**config.mk**
```make
export PLATFORM = sky130hd
export DESIGN_NAME = spi_master_cfg
export DESIGN_NICKNAME = d
export VERILOG_FILES = /design/src/rtl/spi_master_cfg_pkg.sv /design/src/rtl/spi_master_cfg_clk_tick.sv /design/src/rtl/spi_master_cfg.sv
export SDC_FILE = /design/constraint.sdc
export NUM_CORES = 1
export LEC_CHECK = 0
export CAP_MARGIN = 20
export CORE_ASPECT_RATIO = 1.75
export CORE_MARGIN = 2
export CORE_UTILIZATION = 66
export CTS_CLUSTER_DIAMETER = 40
export DETAILED_ROUTE_END_ITERATION = 10
export DONT_BUFFER_PORTS = 1
export PLACE_DENSITY = 0.82
export SYNTH_ARGS = -nofsm -noshare
export SYNTH_HDL_FRONTEND = slang
export SYNTH_HIERARCHICAL = 1
export SYNTH_SLANG_ARGS = --single-unit
```
**constraint.sdc**
```tcl
create_clock -name CLK50MHZ -period 2.9 [get_ports CLK50MHZ]
set_input_delay 0.435 -clock CLK50MHZ [delete_from_list [all_inputs] [get_ports CLK50MHZ]]
set_output_delay 0.435 -clock CLK50MHZ [all_outputs]
set_load 0.01 [all_outputs]
```
**src/rtl/spi_master_cfg_pkg.sv**
```systemverilog
// Shared constants for the configurable SPI master: FSM encoding and SPI mode codes.
package spi_master_cfg_pkg;

  localparam logic [2:0] ST_IDLE  = 3'd0;
  localparam logic [2:0] ST_LEAD  = 3'd1;
  localparam logic [2:0] ST_XFER  = 3'd2;
  localparam logic [2:0] ST_TRAIL = 3'd3;
  localparam logic [2:0] ST_DONE  = 3'd4;

  // Mode codes are {cpol, cpha}.
  localparam logic [1:0] SPI_MODE0 = 2'b00;
  localparam logic [1:0] SPI_MODE1 = 2'b01;
  localparam logic [1:0] SPI_MODE2 = 2'b10;
  localparam logic [1:0] SPI_MODE3 = 2'b11;

endpackage

```
**src/rtl/spi_master_cfg_clk_tick.sv**
```systemverilog
// Loadable down-counter: holds div while disabled, then pulses tick every div+1 enabled cycles.
module spi_clk_tick #(
  parameter int DIV_WIDTH = 8
) (
  input  logic                 CLK50MHZ,
  input  logic                 RST,
  input  logic                 enable,
  input  logic [DIV_WIDTH-1:0] div,
  output logic                 tick
);

  logic [DIV_WIDTH-1:0] cnt;

  always_ff @(posedge CLK50MHZ) begin
    if (RST) begin
      cnt <= '0;
    end else if (!enable || (cnt == '0)) begin
      cnt <= div;
    end else begin
      cnt <= cnt - DIV_WIDTH'(1);
    end
  end

  assign tick = enable && (cnt == '0);

endmodule

```
**src/rtl/spi_master_cfg.sv**
```systemverilog
// SPI master with per-transfer mode, length, bit order, SCK divider and chip-select selection.
// Handshake: spi_trig is a request sampled only in IDLE; spi_busy covers LEAD..DONE, spi_done pulses once.
module spi_master_cfg
  import spi_master_cfg_pkg::*;
#(
  parameter  int MAX_WIDTH = 32,
  parameter  int NCS       = 4,
  parameter  int DIV_WIDTH = 8,
  localparam int LEN_W     = (MAX_WIDTH > 1) ? $clog2(MAX_WIDTH) : 1,
  localparam int CS_W      = (NCS > 1) ? $clog2(NCS) : 1
) (
  input  logic                 CLK50MHZ,
  input  logic                 RST,
  input  logic                 spi_trig,
  input  logic [MAX_WIDTH-1:0] data_in,
  input  logic [LEN_W-1:0]     len,
  input  logic [CS_W-1:0]      cs_sel,
  input  logic                 cpol,
  input  logic                 cpha,
  input  logic                 lsb_first,
  input  logic [DIV_WIDTH-1:0] div,
  output logic                 spi_sck,
  output logic [NCS-1:0]       spi_cs,
  output logic                 spi_mosi,
  input  logic                 spi_miso,
  output logic [MAX_WIDTH-1:0] data_out,
  output logic                 spi_busy,
  output logic                 spi_done,
  output logic [2:0]           dbg_state
);

  logic [2:0]           state;
  logic [LEN_W-1:0]     len_r;
  logic [CS_W-1:0]      cs_r;
  logic                 cpol_r, cpha_r, lsb_r, sck_r;
  logic [DIV_WIDTH-1:0] div_r;
  logic [MAX_WIDTH-1:0] tx_sr, rx_sr;
  logic [LEN_W:0]       edge_cnt;

  logic                 active, tick, last_edge, sample_edge, tx_head, first_bit;
  logic [MAX_WIDTH-1:0] tx_load, tx_next, rx_next;
  logic [LEN_W-1:0]     top_sh, rx_sh;

  assign active = (state == ST_LEAD) || (state == ST_XFER) || (state == ST_TRAIL);

  // In IDLE the counter preloads the live div so LEAD starts with the value being latched.
  spi_clk_tick #(.DIV_WIDTH(DIV_WIDTH)) u_tick (
    .CLK50MHZ (CLK50MHZ),
    .RST      (RST),
    .enable   (active),
    .div      ((state == ST_IDLE) ? div : div_r),
    .tick     (tick)
  );

  // MSB-first words are left-aligned so the shift register always emits from its top bit.
  assign top_sh      = LEN_W'(MAX_WIDTH - 1) - len;
  assign rx_sh       = LEN_W'(MAX_WIDTH - 1) - len_r;
  assign tx_load     = lsb_first ? data_in : (data_in << top_sh);
  assign first_bit   = lsb_first ? tx_load[0] : tx_load[MAX_WIDTH-1];
  assign tx_head     = lsb_r ? tx_sr[0] : tx_sr[MAX_WIDTH-1];
  assign tx_next     = lsb_r ? (tx_sr >> 1) : (tx_sr << 1);
  assign rx_next     = lsb_r ? {spi_miso, rx_sr[MAX_WIDTH-1:1]} : {rx_sr[MAX_WIDTH-2:0], spi_miso};
  assign last_edge   = (edge_cnt == {len_r, 1'b1});
  assign sample_edge = (edge_cnt[0] == cpha_r);

  always_ff @(posedge CLK50MHZ) begin
    if (RST) begin
      state    <= ST_IDLE;
      len_r    <= '0;
      cs_r     <= '0;
      cpol_r   <= 1'b0;
      cpha_r   <= 1'b0;
      lsb_r    <= 1'b0;
      div_r    <= '0;
      tx_sr    <= '0;
      rx_sr    <= '0;
      sck_r    <= 1'b0;
      edge_cnt <= '0;
      spi_mosi <= 1'b0;
      data_out <= '0;
    end else begin
      case (state)
        ST_IDLE: begin
          if (spi_trig) begin
            len_r    <= len;
            cs_r     <= cs_sel;
            cpol_r   <= cpol;
            cpha_r   <= cpha;
            lsb_r    <= lsb_first;
            div_r    <= div;
            sck_r    <= cpol;
            edge_cnt <= '0;
            rx_sr    <= '0;
            if (!cpha) begin
              spi_mosi <= first_bit;
              tx_sr    <= lsb_first ? (tx_load >> 1) : (tx_load << 1);
            end else begin
              spi_mosi <= 1'b0;
              tx_sr    <= tx_load;
            end
            state <= ST_LEAD;
          end
        end
        ST_LEAD: if (tick) state <= ST_XFER;
        ST_XFER: begin
          if (tick) begin
            sck_r    <= ~sck_r;
            edge_cnt <= edge_cnt + (LEN_W + 1)'(1);
            if (sample_edge) begin
              rx_sr <= rx_next;
            end else if (!last_edge) begin
              spi_mosi <= tx_head;
              tx_sr    <= tx_next;
            end
            if (last_edge) state <= ST_TRAIL;
          end
        end
        ST_TRAIL: begin
          if (tick) begin
            spi_mosi <= 1'b0;
            data_out <= lsb_r ? (rx_sr >> rx_sh) : rx_sr;
            state    <= ST_DONE;
          end
        end
        ST_DONE: state <= ST_IDLE;
        default: state <= ST_IDLE;
      endcase
    end
  end

  always_comb begin
    spi_cs = '1;
    if (active && (int'(cs_r) < NCS)) spi_cs[cs_r] = 1'b0;
  end

  assign spi_sck   = (state == ST_IDLE) ? cpol : sck_r;
  assign spi_busy  = (state != ST_IDLE);
  assign spi_done  = (state == ST_DONE);
  assign dbg_state = state;

endmodule
```
==> flow_summary_export.csv <==
group,metric,value,unit
run_status,status,"complete, no violations",
drt,wl,36.2,mm
synth,syn-cell-area,11000,um2
place,gp_congestion,1.04,
power,fin_total_pwr,5.48,mW
floorplan,io_pins,97,
global_routing,grt_pass1_wl,56.7,mm
setup_path,r2r-end,"data_out[3]",
setup_path,r2r_slack,370,ps
synth,yosys-mux-area-fraction,0.295,
setup_path,cp.arrival,2830,ps
final_layout,drive_above_1_share,0.176,
timing,maxSlewHeadroom,0.525,
place,io_buffers,0,
final_layout,nets,1270,
drt,vias,10600,
setup_path,start_kind,"flip-flop",
final_layout,multi_input_area,7710,um2
place,placed_cells,1418,
final_layout,final_util,0.708,
drt,drtIter0Drc,970,
synth,syn_inst,1285,
timing,hold_viol,0,
synth,synth_seq_area_share,0.240,
final_layout,seqCellArea,2650,um2
synth,yosysWarnings,6,
run,drv_cap,0,
place,dp_slack,386,ps
timing,final.setup.tns,0,ps
synth,synthSimpleGateAreaFrac,0.183,
timing,worst_pin_slew,693,ps
final_layout,fillCellCount,1329,
global_routing,grt_start_max_net_pins,120,
synth,synth_edf_count,0,
synth,synth_top_family_by_area,"multiplexers",
cts,postCtsSetupBuffers,0,
timing,rsz0062_at_grt,"false",
min_path,hold_end,"u_tick/cnt[7]",
setup_path,setup.worst_path.end_class,"flip-flop",
synth,synth_xor_area_frac,0.0135,
floorplan,die_width,102,um
synth,ys.flop_type,"dfxtp_1",
global_routing,antenna_found_initial,0,
setup_path,critical_path_peak_fanout,22,
timing,fmax,395,MHz
timing,fin_ws,366,ps
setup_path,crit_required,3200,ps
drt,first_pass_iters,6,
synth,ys_ff_latch,132,
timing,min_period_over_period,0.874,
drt,drc,0,
setup_path,worstSetupPathType,"reg2reg",
synth,synthAdderAreaFrac,0.00340,
final_layout,antennaDiodeCount,0,
cts,path_clk_slew,60,ps
min_path,hold_depth,1,
synth,synth-async-reset-ratio,0,
floorplan,die_h,175,um
cts,clock_latency,430,ps
cts,cts_resized,0,
cts,clockBufferDepth,2,
drt,vias_per_cell,7.29,
power,ir_worst_vdd,0.499,mV
final_layout,fin_cells,1450,
synth,synth_compound_area_frac,0.203,
cts,cts_made_buffers,17,
final_layout,stdcell_area,11600,um2
synth,ys_types,80,
power,p_leak,3.81,nW
power,power_per_cell_area,473,nW/um2
cts,cts.sinks,132,
min_path,hold_start,"RST",
min_path,holdCritPathClass,"in2reg",
setup_path,r2r_cells,6,
place,hpwlAfterDp,26.3,mm
setup_path,r2r-start,"len_r[0]",
cts,cts-root-buf,"clkbuf_16",
floorplan,rows,62,
timing,skew,7.85,ps
synth,synth_nets,1342,
cts,hold_buffers,0,
timing,final-max-slew-violation-count,0,
place,placed_cell_area,11000,um2
cts,cts.htree.levels,4,
global_routing,grt_overflow,0,
drt,wl_per_cell,25.0,um
global_routing,grt_pass1_vias,10300,
drt,drt.antenna.violating_nets,0,
floorplan,start_util,0.674,
global_routing,track_usage,0.416,
floorplan,die-area,17800,um2
floorplan,core,16400,um2
timing,finalSetupViolations,0,
final_layout,synthToLayoutAreaGrowth,5.11,%
timing,fin_hold_ws,66.4,ps
cts,cts_tree,"done",
synth,syn_avg_cell_area,8.58,um2
timing,min_period,2530,ps
-- placed cells by master, fill, tap and decap left out, types with 8 or more instances in the layout --
cell	instances
mux2i_1	107
nand2b_1	9
nand3_1	36
nor2b_1	16
and2_1	8
mux4_2	73
dfxtp_1	128
xnor2_1	10
a221oi_1	18
o21ai_0	32
inv_1	13
a311oi_1	13
nor4_1	8
a31oi_1	8
nor2_1	111
nand4_1	9
a21oi_1	107
o211ai_1	12
a22oi_1	12
mux2_2	48
a2111oi_0	9
a211oi_1	40
and3_1	9
nand2_1	167
clkbuf_16	17
buf_4	38
nor3_1	39
-- cells in the mapped netlist (9+ instances only) --
| cell type | n | area (um2) |
|---|---|---|
| nor2b_1 | 16 | 100 |
| a211oi_1 | 40 | 300 |
| a2111oi_0 | 9 | 78.8 |
| a311oi_1 | 13 | 114 |
| and3_1 | 9 | 56.3 |
| dfxtp_1 | 132 | 2640 |
| inv_1 | 13 | 48.8 |
| a22oi_1 | 12 | 90.1 |
| nand4_1 | 9 | 56.3 |
| clkbuf_1 | 71 | 267 |
| mux2_2 | 48 | 541 |
| a221oi_1 | 18 | 158 |
| o211ai_1 | 12 | 90.1 |
| buf_1 | 10 | 37.5 |
| mux2i_1 | 107 | 1070 |
| buf_4 | 15 | 113 |
| buf_2 | 26 | 130 |
| mux4_2 | 73 | 1640 |
| xnor2_1 | 10 | 87.6 |
| nor3_1 | 39 | 195 |
| nor2_1 | 111 | 417 |
| a21oi_1 | 107 | 536 |
| nand3_1 | 37 | 185 |
| o21ai_0 | 32 | 160 |
| nand2_1 | 167 | 627 |
| nand2b_1 | 9 | 56.3 |
-- worst max-delay path by stage --
| stage | start | endpoint | cells past startpoint |
|---|---|---|---|
| 6_report | len_r[0] | data_out[3] | 6 |
| 5_1_grt | u_tick/cnt[3] | tx_sr[14] | 8 |
| 4_1_cts | len_r[0] | data_out[22] | 7 |
| 3_5_place_dp | len_r[0] | data_out[22] | 7 |
| 3_3_place_gp | len_r[0] | data_out[22] | 7 |
| 2_1_floorplan | dbg_state[0] | tx_sr[21] | 12 |
-- critical path, cell delays in order, from the launching register on --
cell and delay (ps):
dfxtp_2 740, buf_4 320, mux4_2 510, nand2_1 100, a31oi_1 100, nor2_1 490
o31ai_1 140
-- cells by family after synthesis --
kind of cell,after synthesis
AO/OA/AOI/OAI,323
XOR/XNOR,17
adder cells (fa/ha/maj),3
AND/OR/NAND/NOR,437
flip-flops,132
buffers and inverters,145
multiplexers,228
-- registers in the layout, indices dropped and copies added, names as in the netlist --
name and cells:
cpha_r 1, cs_r 2, data_out 32, dbg_state 3, div_r 8, edge_cnt 6, len_r 5, lsb_r 1
rx_sr 32, sck_r 1, spi_mosi 1, tx_sr 32, u_tick/cnt 8
-- per-layer routing --
layer / track usage / share of wire / vias to the layer above
li1: - / - / 4726
met4: 0.327 / 0.095 / 0
met1: 0.446 / 0.33 / 5052
met2: 0.708 / 0.51 / 602
met5: 0 / 0 / -
met3: 0.0636 / 0.067 / 190
-- cell type report --
cell class	instances	share of cell area
clock buffer	22	0.0418
clock inverter	10	0.00842
inverter	15	0.00486
multi-input combinational	1008	0.666
sequential	132	0.229
tap	224	0.0242
timing repair buffer	39	0.0263
-- power by group --
group	switching [mW]	leakage, nW	internal, mW
registers	0.123	1.08	1.93
logic	0.735	2.45	0.573
clock network	0.852	0.279	1.27
total	1.71	3.81	3.77
Power figures use the tool's default switching activity.
